<file path="config.mk">
export PLATFORM = sky130hd
export DESIGN_NAME = adder
export DESIGN_NICKNAME = d
export VERILOG_FILES = /design/src/rtl/adder.sv
export SDC_FILE = /design/constraint.sdc
export NUM_CORES = 1
export LEC_CHECK = 0
export CAP_MARGIN = 40
export CORE_AREA = 10 10 104 106
export DETAILED_ROUTE_END_ITERATION = 10
export DIE_AREA = 0 0 114 116
export DONT_BUFFER_PORTS = 1
export GPL_TIMING_DRIVEN = 0
export PLACE_DENSITY = 0.45
export RECOVER_POWER = 50
export SYNTH_ARGS = -nofsm -noshare
export SYNTH_HDL_FRONTEND = slang
export SYNTH_SLANG_ARGS = --single-unit
</file>
<file path="constraint.sdc">
create_clock -name clk -period 0.8 [get_ports clk]
set_input_delay 0.08 -clock clk [delete_from_list [all_inputs] [get_ports clk]]
set_output_delay 0.08 -clock clk [all_outputs]
set_load 0.02 [all_outputs]
</file>
<file path="src/rtl/adder.sv">
// Registered WIDTH-bit adder with unsigned carry-out and signed overflow.
// One clock of latency, asynchronous active-low clear of all outputs.
module adder #(
    parameter int WIDTH = 32
) (
    input  logic             clk,
    input  logic             rst_n,
    input  logic [WIDTH-1:0] in1,
    input  logic [WIDTH-1:0] in2,
    output logic [WIDTH-1:0] out,
    output logic             cout,
    output logic             ovf
);

    logic [WIDTH:0] sum;
    logic           sign_a;
    logic           sign_b;
    logic           sign_s;
    logic           ovf_next;

    assign sum    = {1'b0, in1} + {1'b0, in2};
    assign sign_a = in1[WIDTH-1];
    assign sign_b = in2[WIDTH-1];
    assign sign_s = sum[WIDTH-1];

    // Overflow only when like-signed operands produce an opposite-signed sum.
    assign ovf_next = (sign_a == sign_b) && (sign_s != sign_a);

    always_ff @(posedge clk or negedge rst_n) begin
        if (!rst_n) begin
            out  <= '0;
            cout <= 1'b0;
            ovf  <= 1'b0;
        end else begin
            out  <= sum[WIDTH-1:0];
            cout <= sum[WIDTH];
            ovf  <= ovf_next;
        end
    end

endmodule

</file>
# After elaboration in Yosys (flattened, before gate mapping)

Index checks and enable logic that the tools add are counted.

Bits in registers: 34
Input port bits: 66
Output and inout bits: 34
Word-level logic and storage cells: 7

Add/subtract/negate cells: 1
Equality and inequality tests: 2
Reduce and logical (&&, ||, !) cells: 1

Operator list:

| kind                    | number |
|---|---|
| adder 32 x 32 -> 33 bit | 1 |
| equality test 1 bit     | 1 |
| logical AND 1 bit       | 1 |
| inequality test 1 bit   | 1 |

# Longest topological paths before layout

Word-level depth: 3
Depth in mapped cells: 9

# Worst setup path after synthesis

No wires, ideal clock.

Path kind: input to register
From: in in1[0]
To: reg cout
Library setup time: 0.126 ns
Data arrival time: 2.177 ns
Data required time: 0.674 ns
Path slack: -1.503 ns
Cell stages on the path: 9
Cells stage by stage: ha_1 > fa_1 > a21oi_2 > nor2_1 > o31ai_4 > o211ai_4 > a211o_1 > a211o_1 > a221o_1

Cells in the longest elaborated chain, start to end: 1

Ends and longest elaborated chain:

| item                    | line | text |
|---|---|---|
| from (decl)             | 8    | `input logic [WIDTH-1:0] in1,` |
| adder 32 x 32 -> 33 bit | 21   | `assign sum = {1'b0, in1} + {1'b0, in2};` |
| named net sum[32]       | 15   | `logic [WIDTH:0] sum;` |
| to (signal assigned)    | 36   | `cout <= sum[WIDTH];` |
| to (decl)               | 11   | `output logic cout,` |

The timed path passes the listed nets, and every way through them passes these cells.

# Worst setup path after layout

Ends and elaborated chain as after synthesis.

==> results.json <==
{
  "detail-route-antenna-nets": 0,
  "power.share.switching_pct": 37.1,
  "fin_util_pct": 42.8,
  "drt-total-wl_mm": 8.08,
  "power.ir.vdd_worst_uv": 650,
  "floorplan.rows": 34,
  "clockPowerShare_pct": 23.3,
  "clk_pin_slew_worst_paths_ps": 80,
  "crit_path_start_kind": "input port",
  "cts_tree": "built",
  "areaGrowthSynthToFinish_pct": 43.7,
  "placeableCoreArea_um2": 8680,
  "synth_top_cell_area_share_pct": 32.9,
  "ctsLongestPathBuffers": 2,
  "grt_max_degree": 35,
  "top_layer": "met4",
  "cp_max_fo": 2,
  "antenna-diode-count": 0,
  "drt_iter0_drc": 75,
  "slew_at_the_pin_closest_to_its_max_slew_limit_ps": 419,
  "power_per_cell_area_nw_per_um2": 1780,
  "setup.worst_path.start": "in1[0]",
  "synth.distinct_cells": 51,
  "wl_met1_mm": 3.50,
  "cts_hold_repair.buffers": 2,
  "period_share_pct": 252,
  "setup_viols_final": 64,
  "worst-setup-path-type": "in2reg",
  "finalHoldViolations": 35,
  "post_route_cells_drive_above_1_share_pct": 48.4,
  "io_pins": 100,
  "register_area_um2": 881,
  "count_of_yosys_warnings_during_synthesis": 0,
  "critical_path_required_ps": 960,
  "synth.top_cells.by_count": "34 x sky130_fd_sc_hd__dfrtp_1, 32 x sky130_fd_sc_hd__ha_1, 28 x sky130_fd_sc_hd__a21oi_1",
  "synth.top_cells.by_area": "sky130_fd_sc_hd__dfrtp_1 33%, sky130_fd_sc_hd__ha_1 15%, sky130_fd_sc_hd__xnor2_1 6.1%, sky130_fd_sc_hd__a21oi_1 5.4%, sky130_fd_sc_hd__xor2_1 3.7%",
  "hold_ws_ps": -523,
  "die-height_um": 116,
  "multi_input_area_um2": 2270,
  "timing.hold.worst.class": "in2async",
  "design.final.nets": 408,
  "htreeDepth": 2,
  "cp.arrival_ps": 2180,
  "synth.yosys.seq_area_share_pct": 32.9,
  "globalRouteTotalUtil_pct": 11.5,
  "drtPass1Iterations": 4,
  "remaining_drc_errors": 0,
  "gr-total-overflow": 0,
  "detail_route.vias_per_cell": 5.30,
  "wl_met3_um": 674,
  "slew_headroom_pct": 72.0,
  "sequentialPowerShare_pct": 42.0,
  "cts_buffers": 5,
  "synth.net_count": 377,
  "cell_internal_pwr_mw": 4.17,
  "synthFlopType": "sky130_fd_sc_hd__dfrtp_1",
  "setup_repair_after_global_routing_missed_its_margin": "true",
  "synth_most_common_cell": "sky130_fd_sc_hd__dfrtp_1",
  "gpl.final_weighted_congestion": 0.812,
  "yosys.area.top_type": "sky130_fd_sc_hd__dfrtp_1",
  "fillers": 860,
  "synth_area_um2": 2590,
  "slew_viol_final": 0,
  "p_leak_nw": 1.44,
  "post-route-worst-setup-slack_ps": -1220,
  "avgRoutedWirePerCell_um": 19.3,
  "syn_area_per_cell_um2": 9.30,
  "fin_total_pwr_mw": 6.63,
  "hpwlAfterDp_mm": 6.12,
  "synth_instances": 278,
  "clock_sink_count": 34,
  "detailedPlace.worstSlack_ps": -1580,
  "root_buffer": "sky130_fd_sc_hd__clkbuf_8",
  "number_of_global_route_vias_before_repair": 2273,
  "power_frac_comb_pct": 34.7,
  "final.setup.tns_ps": -21660,
  "route.met2.wl_mm": 3.84,
  "async_reset_ff_share_pct": 100,
  "die_area_um2": 13200,
  "grt_pass1_wl_mm": 12.0,
  "ys_seq_elements": 34,
  "antenna_found_initial": 0,
  "failed_checks": "hold timing, setup timing",
  "floorplan.initialDensity_pct": 29.8,
  "dr_total_vias": 2214,
  "fmax_mhz": 495,
  "status": "finished with violations",
  "die_x_um": 114,
  "synth_enable_flop_cells": 0,
  "timing.critical_path.to_type": "flop",
  "maxCapViolCount": 0,
  "switchingPower_mw": 2.46,
  "layout_min_cycle_time_ps": 2020,
  "port-buffer-count": 0
}
[worst max-delay path, cell delays in order]
cell                       delay [ps]
sky130_fd_sc_hd__ha_4             140
sky130_fd_sc_hd__fa_2             380
sky130_fd_sc_hd__a21oi_4          180
sky130_fd_sc_hd__nor2_4            60
sky130_fd_sc_hd__o31ai_4          250
sky130_fd_sc_hd__o211ai_4         130
sky130_fd_sc_hd__a211o_1          320
sky130_fd_sc_hd__a211o_1          310
sky130_fd_sc_hd__a221o_1          310
[kinds of logic (layout without fill, tap and decap cells)]
logic type,after synthesis,count (layout),share of synthesized area [%]
compound gates,89,89,23.8
xor+xnor,29,29,9.82
fa+ha+maj,33,33,16.3
buf+inv,18,50,2.66
flops,34,34,32.9
simple gates,75,75,14.6
[power groups by stage]
stage	clock [mW]	combinational, mW	sequential, mW
detailed placement	0	1.56	2.80
floorplan	0	1.28	2.68
finish	1.55	2.30	2.78
CTS	1.60	1.85	2.82
global route	1.67	2.51	2.84
global placement	0	1.56	2.80
[cells in the final DEF, fill, tap and decap left out, types with 3 or more instances in the layout]
master / instances
sky130_fd_sc_hd__nor2b_1: 4
sky130_fd_sc_hd__a21oi_4: 5
sky130_fd_sc_hd__a211o_1: 4
sky130_fd_sc_hd__dfrtp_2: 24
sky130_fd_sc_hd__o21a_1: 3
sky130_fd_sc_hd__xnor2_2: 7
sky130_fd_sc_hd__ha_1: 12
sky130_fd_sc_hd__o21ai_2: 7
sky130_fd_sc_hd__dfrtp_1: 10
sky130_fd_sc_hd__buf_6: 9
sky130_fd_sc_hd__buf_4: 19
sky130_fd_sc_hd__nor2_2: 9
sky130_fd_sc_hd__o211ai_1: 5
sky130_fd_sc_hd__inv_1: 5
sky130_fd_sc_hd__a21oi_2: 10
sky130_fd_sc_hd__nand4_1: 9
sky130_fd_sc_hd__ha_4: 16
sky130_fd_sc_hd__nor2_1: 11
sky130_fd_sc_hd__xnor2_1: 11
sky130_fd_sc_hd__ha_2: 4
sky130_fd_sc_hd__o21ai_1: 3
sky130_fd_sc_hd__o21ai_0: 4
sky130_fd_sc_hd__a21oi_1: 15
sky130_fd_sc_hd__a31oi_4: 4
sky130_fd_sc_hd__a21o_1: 9
sky130_fd_sc_hd__xor2_1: 11
sky130_fd_sc_hd__clkbuf_8: 8
sky130_fd_sc_hd__nand3_1: 7
sky130_fd_sc_hd__nand2_1: 13
[sequential cells by signal, indices dropped and copies added, names as in the netlist]
name and flops:
cout 1, out 32, ovf 1
[layer usage]
metal / track usage [%] / vias up
li1: - / 1084
met1: 14.1 / 1060
met2: 18.1 / 63
met3: 4.86 / 7
met4: 2.76 / 0
met5: 0 / -
[area by class of cell]
cell class	count	share of cell area, %
Clock buffer	8	2.96
Sequential cell	34	23.7
Tap cell	108	3.64
Multi-Input combinational cell	226	61.0
Timing Repair Buffer	30	7.30
Buffer	5	0.740
Inverter	7	0.707
[final timing paths]
kind | endpoint | depth (start not counted)
hold / removal | out[20] | 0
min in group clk | out[1] | 1
setup / recovery | cout | 9
max in group asynchronous | out[25] | 0
[metrics by stage]
stage	instance area, µm²	instances
floorplan	2680	278
global placement	2810	386
detailed placement	2810	386
CTS	3280	407
global route	3720	418
finish	3720	418
[timing repair]
action,CTS,global route
endpoints found under the hold margin,37,35
pin swaps,20,47
setup endpoints to repair,64,64
setup buffers,14,18
resized for setup,66,69
No activity file was read; power rests on OpenSTA's default activity.
